<file path="src/rtl/gates_bist_ctrl.sv">
// gates_bist_ctrl: self-test sequencer for the two-input basic-gates block.
// Walks a/b through 00,01,10,11, checks both output vectors, reports a mask.
module gates_bist_ctrl #(
   parameter int unsigned SETTLE = 2
) (
   input  logic       clk,
   input  logic       rst,
   input  logic       start,
   output logic       a_o,
   output logic       b_o,
   input  logic [3:0] cgate_i,
   input  logic [3:0] cout_i,
   output logic       busy,
   output logic       done,
   output logic       pass,
   output logic [3:0] fail_mask
);

   typedef enum logic [1:0] {
      S_IDLE,
      S_SETTLE,
      S_CHECK,
      S_DONE
   } state_t;

   localparam logic [3:0] CNT_LAST = 4'(SETTLE - 1);

   state_t     state_q, state_d;
   logic [1:0] c_q, c_d;
   logic [3:0] cnt_q, cnt_d;
   logic       a_q, a_d;
   logic       b_q, b_d;
   logic       busy_q, busy_d;
   logic       done_q, done_d;
   logic       pass_q, pass_d;
   logic [3:0] mask_q, mask_d;

   logic [3:0] exp_v;
   logic       mismatch;
   logic [3:0] mask_upd;
   logic [1:0] c_nxt;

   // Truth table of the gates block for the combination under test
   always_comb begin
      exp_v    = {~(c_q[1] & c_q[0]), c_q[1] ^ c_q[0],
                  c_q[1] | c_q[0], c_q[1] & c_q[0]};
      mismatch = (cgate_i != exp_v) || (cout_i != exp_v);
      mask_upd = mask_q | (4'(mismatch) << c_q);
      c_nxt    = c_q + 2'd1;
   end

   // Next-state and registered-output logic of the sequencer
   always_comb begin
      state_d = state_q;
      c_d     = c_q;
      cnt_d   = cnt_q;
      a_d     = a_q;
      b_d     = b_q;
      busy_d  = busy_q;
      done_d  = 1'b0;
      pass_d  = pass_q;
      mask_d  = mask_q;
      unique case (state_q)
         S_IDLE: begin
            if (start) begin
               state_d = S_SETTLE;
               c_d     = 2'd0;
               cnt_d   = 4'd0;
               a_d     = 1'b0;
               b_d     = 1'b0;
               busy_d  = 1'b1;
               pass_d  = 1'b0;
               mask_d  = 4'd0;
            end
         end
         S_SETTLE: begin
            if (cnt_q == CNT_LAST) begin
               state_d = S_CHECK;
            end else begin
               cnt_d = cnt_q + 4'd1;
            end
         end
         S_CHECK: begin
            mask_d = mask_upd;
            if (c_q == 2'd3) begin
               state_d = S_DONE;
               done_d  = 1'b1;
               busy_d  = 1'b0;
               pass_d  = (mask_upd == 4'd0);
            end else begin
               state_d = S_SETTLE;
               c_d     = c_nxt;
               cnt_d   = 4'd0;
               a_d     = c_nxt[1];
               b_d     = c_nxt[0];
            end
         end
         S_DONE: begin
            state_d = S_IDLE;
         end
         default: begin
            state_d = S_IDLE;
         end
      endcase
   end

   // State and output registers, synchronous reset has priority
   always_ff @(posedge clk) begin
      if (rst) begin
         state_q <= S_IDLE;
         c_q     <= 2'd0;
         cnt_q   <= 4'd0;
         a_q     <= 1'b0;
         b_q     <= 1'b0;
         busy_q  <= 1'b0;
         done_q  <= 1'b0;
         pass_q  <= 1'b0;
         mask_q  <= 4'd0;
      end else begin
         state_q <= state_d;
         c_q     <= c_d;
         cnt_q   <= cnt_d;
         a_q     <= a_d;
         b_q     <= b_d;
         busy_q  <= busy_d;
         done_q  <= done_d;
         pass_q  <= pass_d;
         mask_q  <= mask_d;
      end
   end

   assign a_o       = a_q;
   assign b_o       = b_q;
   assign busy      = busy_q;
   assign done      = done_q;
   assign pass      = pass_q;
   assign fail_mask = mask_q;

endmodule
</file>
<file path="config.mk">
export PLATFORM = sky130hd
export DESIGN_NAME = gates_bist_ctrl
export DESIGN_NICKNAME = d
export VERILOG_FILES = /design/src/rtl/gates_bist_ctrl.sv
export SDC_FILE = /design/constraint.sdc
export NUM_CORES = 1
export LEC_CHECK = 0
export ABC_AREA = 1
export BUFFER_PORTS_ARGS = -buffer_cell sky130_fd_sc_hd__buf_2
export CELL_PAD_IN_SITES_DETAIL_PLACEMENT = 1
export CELL_PAD_IN_SITES_GLOBAL_PLACEMENT = 1
export CORE_MARGIN = 1
export CORE_UTILIZATION = 38
export CTS_BUF_LIST = sky130_fd_sc_hd__clkbuf_8
export CTS_CLUSTER_DIAMETER = 100
export CTS_CLUSTER_SIZE = 12
export DETAILED_ROUTE_END_ITERATION = 10
export PLACE_DENSITY = 0.8
export SETUP_SLACK_MARGIN = 0.02
export SLEW_MARGIN = 20
export SYNTH_ARGS = -nofsm -noshare
export SYNTH_HDL_FRONTEND = slang
export SYNTH_SLANG_ARGS = --single-unit
</file>
<file path="constraint.sdc">
create_clock -name clk -period 2 [get_ports clk]
set_input_delay 0 -clock clk [delete_from_list [all_inputs] [get_ports clk]]
set_output_delay 0 -clock clk [all_outputs]
set_load 0.02 [all_outputs]
</file>
# After elaboration in Yosys (flattened, before gate mapping)
# Cells that the tools add are included.
[word_totals]
word_cells = 64
output_inout_bits = 9
regBits = 17
input_bits = 11
[op_classes]
n_addsub = 2
eq_ne = 12
n_mux = 23
n_bitwise = 6
shift = 1
n_reduce_logical = 11
[op_table]
columns = ["cell", "n"]
rows = [
  ["4-bit two-way mux", 3],
  ["4-bit case mux with 3 select lines", 1],
  ["2-bit two-way mux", 5],
  ["2-bit inequality test (second input constant)", 5],
  ["4-bit inequality test", 2],
  ["1-bit case mux with 2 select lines", 4],
  ["2-bit case mux with 4 select lines", 1],
  ["4-bit case mux with 2 select lines", 1],
  ["1-bit two-way mux", 7],
  ["2-bit equality test (second input constant)", 3],
  ["3-bit AND reduction", 2],
  ["4-bit by 1-bit adder with 4-bit output (second input constant)", 1],
  ["4-bit by 1-bit equality test with 1-bit output (second input constant)", 1],
  ["4-bit logical NOT", 1],
  ["4-bit OR", 1],
  ["2-bit case mux with 2 select lines", 1],
  ["2-bit AND reduction", 2],
  ["4-bit AND reduction", 1],
  ["1-bit by 2-bit << shifter with 4-bit output", 1],
  ["3-bit nonzero test", 1],
  ["2-bit by 1-bit adder with 2-bit output (second input constant)", 1],
  ["2-bit by 1-bit equality test with 1-bit output (second input constant)", 1],
  ["2-bit logical NOT", 1],
  ["1-bit NOT", 2],
  ["other kinds (6)", 6],
]

# Logic depth before layout (Yosys ltp)
# Gate-level depths: netlist of run 1.
[depth]
depth_word = 9
depth_mapped = 13
ltp_nobuf = 13

# Least setup slack after synthesis of run 1
# OpenSTA, ideal clock, no wires.
[synth_timing]
path_type = "reg2reg"
from = "reg a_o (netlist name)"
to = "reg pass_q (netlist: pass)"
setup_time_ns = 0.070
setup_slack_ns = 0.342
path_stages_with_launch = 14
arrival_time_ns = 1.588
t_required_ns = 1.930
n_path_buf = 0
synth_period_minus_slack_ns = 1.658
path_cell_list = "dfxtp_1 inv_1 ha_1 inv_1 nand2_1 nand2_1 nand2_1 inv_1 nand2_1 nand3_1 nand2_1 nor2_1 nand2_1 a21oi_1"
[synth_rtl]
columns = ["item", "line_no", "rtl"]
rows = [
  ["to (signal assigned)", "127", "pass_q <= pass_d;"],
  ["to (decl)", "35", "logic pass_q, pass_d;"],
]

==> results.md, run 1 <==
| Group | Quantity | Value |
|---|---|---|
| clocking | Number of buffers created by CTS | 3 |
| synthesis | Syn Std Cell Area | 833 sq um |
| timing | RSZ-0062 raised after global routing | false |
| synthesis | Mapped Nets | 138 |
| clocking | CTS Root Buffer Type | sky130_fd_sc_hd__clkbuf_8 |
| synthesis | Combinational family with the most area after synthesis | simple AND/OR/NAND/NOR gates |
| synthesis | Synthesized flop and latch total | 15 |
| routing | Count of nets left with antenna violations after detail routing | 0 |
| synthesis | Post-synthesis mux area share | 0 |
| synthesis | Share of synthesized cell area in full adder, half adder and majority cells | 0.0601 |
| timing | Pin slew with the least headroom to its limit | 0.282 ns |
| timing | Tmin final | 1.75 ns |
| die | Number of ports placed on the die boundary | 20 |
| pwr | Leakage power | 0.499 nW |
| status | Run status | completed |
| timing | Headroom to the max-slew limit | 0.812 |
| synthesis | Synth Area in Compound Gates | 0.111 |
| timing | Timing-limited maximum frequency | 572 MHz |
| cells and area | Proportion of layout cells with a drive suffix above 1 | 0.241 |
| synthesis | Cell types with the highest counts after synthesis | sky130_fd_sc_hd__nand2_1, sky130_fd_sc_hd__inv_1, sky130_fd_sc_hd__nor2_1 |
| timing | Setup-failing EPs final | 0 |
| synthesis | Leading cell types by total area after synthesis | sky130_fd_sc_hd__dfxtp_1, sky130_fd_sc_hd__nand2_1, sky130_fd_sc_hd__inv_1 |
| synthesis | Xor/xnor cell area share of the yosys netlist | 0 |
| synthesis | Library cell with the highest instance count after synthesis | sky130_fd_sc_hd__nand2_1 |
| global routing | Initial antenna violation count | 0 |
| critical path | Launching instance or port of the critical path | a_o$_SDFFE_PP0P_ |
| pwr | Highest ir drop seen on vdd | 0.000585 V |
| critical path | R2R setup slack | 0.25 ns |
| cells and area | Diode count | 0 |
| timing | Final period util | 0.873 |
| die | Die W | 48.8 um |
| clocking | Skew-Pair Late Insertion Delay | 0.25 ns |
| critical path | CP delay by family, top | simple AND/OR/NAND/NOR gates |
| routing | Number of design rule violations left after detail routing | 0 |
| die | Die outline height | 48.8 um |
| job | Number of max-capacitance violations reported | 0 |
| critical path | Critical path depth in cells | 13 |
| routing | Iter 0 DRT Violations | 6 |
| global routing | Wire length of the first global-routing pass | 3350 um |
| critical path | R2r worst-path depth | 13 |
| synthesis | Post-synth top area share | 0.360 |
| synthesis | Syn Inst Count | 123 |
| global routing | Number of global-route vias before repair | 803 |
| timing | Setup skew after layout | 0.00309 ns |
| critical path | Chain of cells forming the critical path | inv_1, ha_1, inv_1, nand2_1, nand2_1, nand2_1, inv_1, nand2_1, nand3_1, nand2_1, nor2_1, nand2_1, a21oi_1 |
| routing | Routed wire per std cell | 10.7 um |
| placed design | Number of I/O port buffers | 19 |
| critical path | Crit path top cell by count | sky130_fd_sc_hd__nand2_1 |
| critical path | Master of the slowest instance on the critical path | sky130_fd_sc_hd__dfxtp_1 |
| critical path | Maximum cell stage delay along the critical path | 0.43 ns |
| clocking | Number of clock sinks seen by CTS | 15 |
| synthesis | Avg Cell Area, Syn | 6.77 sq um |
| clocking | Clock slew at the register clock pins of the worst setup and hold paths | 0.06 ns |
| clocking | Buffers from clock root to sink, at most | 2 |
| pwr | P per Cell Area | 739 mW/mm^2 |
| timing | Number of slew-limit violations in the final report | 0 |
| routing | Via density | 4.72 |
| cells and area | Syn-to-layout area delta | 20.7% |
| critical path | Endpoint class of the critical path | flip-flop |
| routing | Wire length reported by the detailed router | 1840 um |
| die | Placement row count | 16 |
| global routing | Sum of overflow across all layers after global routing | 0 |
| synthesis | Sequential cell area fraction in the yosys report | 0.360 |
| clocking | TritonCTS clock tree | built |
| critical path | Worst Path Required | 2.18 ns |
| critical path | Maximum fanout encountered on the critical timing path | 6 |
| die | Initial Util | 0.416 |
| synthesis | Number of distinct library cells after synthesis | 21 |
| synthesis | YS warnings | 0 |
| clocking | Number of levels in the clock H-tree | 1 |
| critical path | Critical path class | reg2reg |
| clocking | Total setup buffers inserted after CTS | 0 |
| routing | Drt first pass iters | 4 |
| critical path | Worst reg2reg endpoint | pass$_SDFFE_PP0P_ |
| die | Total Die Area | 0.00238 sq mm |
| global routing | GRT Total Usage | 0.181 |
| pwr | Overall power consumption | 743 uW |
| synthesis | Number of flops mapped to enable cells by yosys | 0 |
| timing | Hold Violations, Final | 0 |
| timing | Accumulated negative setup slack | 0 ns |
| synthesis | Top cell type by total area after synthesis | sky130_fd_sc_hd__dfxtp_1 |
| worst hold path | Min-Delay Path Class | in2reg |
| critical path | End point of the critical path | pass$_SDFFE_PP0P_ |
| global routing | Maximum number of pins on one net before global-route repair | 11 |
| worst hold path | Worst Hold Launch | rst |
| synthesis | Simple-gate portion of the synthesized area | 0.347 |
| die | Core region area | 0.00200 sq mm |
| critical path | Critical path data arrival time | 1.92 ns |
| cells and area | # nets final | 161 |
| critical path | CP startpoint kind | flip-flop |
| routing | Count of vias placed by the detailed router | 811 |
| critical path | Startpoint of the worst register-to-register path | a_o$_SDFFE_PP0P_ |
| placed design | Gpl congestion | 0.768 |
| synthesis | Async set or reset register ratio after synthesis | 0 |
| critical path | Buf+Inv Stages, Crit Path | 3 |
| placed design | HPWL reported at the end of detailed placement | 1520 um |
| synthesis | Dominant register cell in the synthesized netlist | sky130_fd_sc_hd__dfxtp_1 |
[layer usage]
layer / part of all wire / global-route usage / up-vias
met5: 0 / 0 / -
met4: 0 / 0.0294 / 0
met3: 0.037 / 0.0561 / 0
met2: 0.51 / 0.324 / 13
met1: 0.46 / 0.213 / 373
li1: - / - / 425
[worst min-delay path by stage]
stage | cells after the start | to
after detailed placement | 2 | a_o$_SDFFE_PP0P_
after floorplan | 2 | state_q[1]$_SDFFE_PP0P_
after global placement | 2 | a_o$_SDFFE_PP0P_
after CTS | 2 | a_o$_SDFFE_PP0P_
after global routing | 2 | a_o$_SDFFE_PP0P_
final | 2 | a_o$_SDFFE_PP0P_
[sequential cells by signal, indices dropped and copies added (netlist names)]
name and flops:
a_o 1, b_o 1, done 1, fail_mask 4, cnt_q 4, pass 1
state_q 2, busy 1
[area by class of cell]
type | instances | area (sq um)
sequential | 15 | 302
inverter | 26 | 97.6
multi-input combinational | 81 | 432
clock buffer | 3 | 41.3
timing repair buffer | 19 | 95.1
tap | 27 | 33.8
fill | 285 | 996
clock inverter | 1 | 5.00
[through the flow]
stage / util / setup WS (ns) / area, sq um / hold WS, ns / cells
after global routing: 0.503 / 0.0328 / 1010 / 0.0736 / 172
after floorplan: - / 0.342 / 833 / 0.309 / 123
after global placement: 0.479 / 0.317 / 958 / 0.305 / 168
final: 0.503 / 0.253 / 1010 / 0.0461 / 172
after detailed placement: 0.479 / 0.277 / 958 / 0.312 / 168
after CTS: 0.502 / 0.241 / 1000 / 0.0487 / 172
[power breakdown]
| part | internal [mW] | switching (mW) |
|---|---|---|
| logic | 0.0580 | 0.104 |
| clock network | 0.138 | 0.106 |
| registers | 0.319 | 0.0193 |
| total | 0.514 | 0.229 |
[cells by family (layout without fill, tap and decap cells)]
group                    after synthesis  after routing
buffers and inverters                 27             49
AND/OR/NAND/NOR                       62             62
adder cells (fa/ha/maj)                4              4
AO/OA/AOI/OAI                         15             15
flip-flops                            15             15
[layout by cell type (no fill, tap or decap)]
cell type,n
sky130_fd_sc_hd__o21ai_1,2
sky130_fd_sc_hd__buf_2,19
sky130_fd_sc_hd__nor3b_2,2
sky130_fd_sc_hd__inv_1,23
sky130_fd_sc_hd__a31oi_1,1
sky130_fd_sc_hd__a22oi_1,4
sky130_fd_sc_hd__a211oi_1,1
sky130_fd_sc_hd__ha_1,4
sky130_fd_sc_hd__nor3_1,1
sky130_fd_sc_hd__inv_2,3
sky130_fd_sc_hd__nand2_1,25
sky130_fd_sc_hd__clkinv_2,1
sky130_fd_sc_hd__a21oi_1,3
sky130_fd_sc_hd__dfxtp_2,1
sky130_fd_sc_hd__a21oi_2,1
sky130_fd_sc_hd__nand2_2,1
sky130_fd_sc_hd__nor2_4,2
sky130_fd_sc_hd__nor2_2,2
sky130_fd_sc_hd__o21ai_0,3
sky130_fd_sc_hd__nand3_1,10
sky130_fd_sc_hd__nor2_1,18
sky130_fd_sc_hd__or2_1,1
sky130_fd_sc_hd__dfxtp_1,14
sky130_fd_sc_hd__clkbuf_8,3
[what timing repair did]
action | CTS | global route
setup endpoints to repair | 0 | 1
resized for setup | 0 | 1
endpoints found under the hold margin | 0 | 0
hold buffers | 0 | 0
No activity file was read; power rests on OpenSTA's default activity.
==> run 2, diff against run 1 <==
- PLACE_DENSITY: 0.8 -> 0.86
==> results.md, run 2 (same netlist as run 1, synthesis figures left out) <==
| Group | Quantity | Value |
|---|---|---|
| placed design | HPWL reported at the end of detailed placement | 1650 um |
| pwr | Leakage power | 0.500 nW |
| cells and area | Proportion of layout cells with a drive suffix above 1 | 0.228 |
| routing | Drt first pass iters | 4 |
| global routing | Number of global-route vias before repair | 851 |
| critical path | Worst Path Required | 2.18 ns |
| critical path | Maximum cell stage delay along the critical path | 0.43 ns |
| critical path | Master of the slowest instance on the critical path | sky130_fd_sc_hd__dfxtp_1 |
| global routing | GR Layer Usage met2 | 0.338 |
| timing | Setup-failing EPs final | 0 |
| timing | Timing-limited maximum frequency | 575 MHz |
| clocking | TritonCTS clock tree | built |
| timing | Tmin final | 1.74 ns |
| clocking | Number of levels in the clock H-tree | 1 |
| clocking | Number of clock sinks seen by CTS | 15 |
| placed design | Placed cell area | 958 sq um |
| routing | Count of vias placed by the detailed router | 838 |
| critical path | Maximum fanout encountered on the critical timing path | 6 |
| timing | Pin slew with the least headroom to its limit | 0.306 ns |
| timing | Hold Violations, Final | 0 |
| global routing | Most Used Layer, Global Route | met2 |
| die | Initial Util | 0.416 |
| critical path | R2r worst-path depth | 13 |
| cells and area | Syn-to-layout area delta | 20.4% |
| critical path | Endpoint class of the critical path | flip-flop |
| pwr | Highest ir drop seen on vdd | 0.000487 V |
| die | Total Die Area | 0.00238 sq mm |
| cells and area | Leading cell type in the layout, fill and taps excluded | sky130_fd_sc_hd__nand2_1 |
| die | Die W | 48.8 um |
| status | Run status | completed |
| critical path | CP startpoint kind | flip-flop |
| clocking | Total setup buffers inserted after CTS | 0 |
| global routing | Sum of overflow across all layers after global routing | 0 |
| global routing | Fraction of met1 tracks used by global routing | 0.236 |
| global routing | Initial antenna violation count | 0 |
| die | Die outline height | 48.8 um |
| worst hold path | Hold Path Depth | 2 |
| clocking | Number of buffers created by CTS | 3 |
| placed design | Gpl congestion | 0.749 |
| die | Placement row count | 16 |
| timing | Final period util | 0.869 |
| worst hold path | Min-Delay Path Class | in2reg |
| critical path | Critical path data arrival time | 1.91 ns |
| critical path | Critical path class | reg2reg |
| timing | Setup skew after layout | 0.00104 ns |
| timing | Accumulated negative setup slack | 0 ns |
| clocking | Skew-Pair Late Insertion Delay | 0.24 ns |
| cells and area | # nets final | 161 |
| clocking | Number of buffers added to fix hold violations after cts | 0 |
| clocking | Clock slew at the register clock pins of the worst setup and hold paths | 0.06 ns |
| critical path | Chain of cells forming the critical path | inv_1, ha_1, inv_1, nand2_1, nand2_1, nand2_1, inv_1, nand2_1, nand3_1, nand2_1, nor2_1, nand2_1, a21oi_1 |
| clocking | Buffers from clock root to sink, at most | 2 |
| routing | Count of nets left with antenna violations after detail routing | 0 |
| worst hold path | Worst Hold Launch | rst |
| cells and area | Leading cell types in the layout, fill and taps excluded | sky130_fd_sc_hd__nand2_1, sky130_fd_sc_hd__inv_1, sky130_fd_sc_hd__buf_2 |
| job | Number of max-capacitance violations reported | 0 |
| critical path | Startpoint of the worst register-to-register path | a_o$_SDFFE_PP0P_ |
| routing | Iter 0 DRT Violations | 8 |
| cells and area | Diode count | 0 |
| worst hold path | Min-Delay Endpoint | a_o$_SDFFE_PP0P_ |
| critical path | Worst reg2reg endpoint | pass$_SDFFE_PP0P_ |
| global routing | Met3 usage | 0.0374 |
| die | Number of ports placed on the die boundary | 20 |
| routing | Routed wire per std cell | 12.0 um |
| routing | Via density | 4.87 |
| global routing | Maximum number of pins on one net before global-route repair | 11 |
| global routing | GRT Total Usage | 0.197 |
| routing | Wire length reported by the detailed router | 2060 um |
| global routing | Wire length of the first global-routing pass | 3660 um |
| critical path | Crit path top cell by count | sky130_fd_sc_hd__nand2_1 |
| cells and area | Post-Layout Inst Area | 0.00100 sq mm |
| routing | Number of design rule violations left after detail routing | 0 |
| timing | Number of slew-limit violations in the final report | 0 |
| die | Core region area | 0.00200 sq mm |
| critical path | R2R setup slack | 0.26 ns |
| clocking | CTS Root Buffer Type | sky130_fd_sc_hd__clkbuf_8 |
| clocking | Number of resized instances in the post-cts repair step | 0 |
| timing | Headroom to the max-slew limit | 0.796 |
| pwr | P per Cell Area | 740 mW/mm^2 |
| timing | RSZ-0062 raised after global routing | false |
| placed design | Number of I/O port buffers | 19 |
## run 2: cell count changes in the layout (fill, tap and decap cells not counted), sizes merged
cell    before  now
clkinv       1    0
inv         26   27
## run 2: worst max-delay path by stage
stage                startpoint                         to  slack (ns)  cells after the start
6_report       a_o$_SDFFE_PP0P_          pass$_SDFFE_PP0P_        0.26                     13
5_1_grt        b_o$_SDFFE_PP0P_  fail_mask[3]$_SDFFE_PP0P_        0.07                     12
4_1_cts        a_o$_SDFFE_PP0P_          pass$_SDFFE_PP0P_        0.25                     13
3_5_place_dp   a_o$_SDFFE_PP0P_          pass$_SDFFE_PP0P_        0.26                     13
3_3_place_gp   a_o$_SDFFE_PP0P_          pass$_SDFFE_PP0P_        0.35                     13
2_1_floorplan  a_o$_SDFFE_PP0P_          pass$_SDFFE_PP0P_        0.34                     13
## run 2: through the flow
| step | instances | hold WS [ns] | power [mW] | utilization | setup slack (ns) |
|---|---|---|---|---|---|
| CTS | 172 | 0.0598 | 0.751 | 0.501 | 0.253 |
| global route | 172 | 0.0707 | 0.790 | 0.501 | 0.0652 |
| finish | 172 | 0.0552 | 0.742 | 0.501 | 0.262 |
| detailed placement | 168 | 0.319 | 0.515 | 0.479 | 0.260 |
| floorplan | 123 | 0.309 | 0.462 | - | 0.342 |
| global placement | 168 | 0.303 | 0.500 | 0.479 | 0.346 |
## run 2: critical path, delay by kind of cell, from the launching register on
| kind | cells | cell delay, ns |
|---|---|---|
| AO/OA/AOI/OAI | 1 | 0.11 |
| AND/OR/NAND/NOR | 8 | 0.56 |
| adder cells (fa/ha/maj) | 1 | 0.34 |
| flip-flops | 1 | 0.43 |
| buffers and inverters | 3 | 0.22 |
## run 2: where the power goes
| part | total, mW | switching, mW | internal [mW] |
|---|---|---|---|
| sequential | 0.338 | 0.0201 | 0.318 |
| clock | 0.235 | 0.0993 | 0.136 |
| combinational | 0.169 | 0.110 | 0.0589 |
## run 2: metal layers
metal  wire [um]  up-vias
met5           0        -
met4          55        0
met3          83        6
met2         957       22
met1         960      383
li1            -      427
## run 2: area by class of cell
cell class | count | area [sq um]
Sequential cell | 15 | 300
Inverter | 26 | 97.6
Timing Repair Buffer | 19 | 95.1
Clock buffer | 3 | 41.3
Multi-Input combinational cell | 81 | 432
Clock inverter | 1 | 3.75
Fill cell | 288 | 998
Tap cell | 27 | 33.8
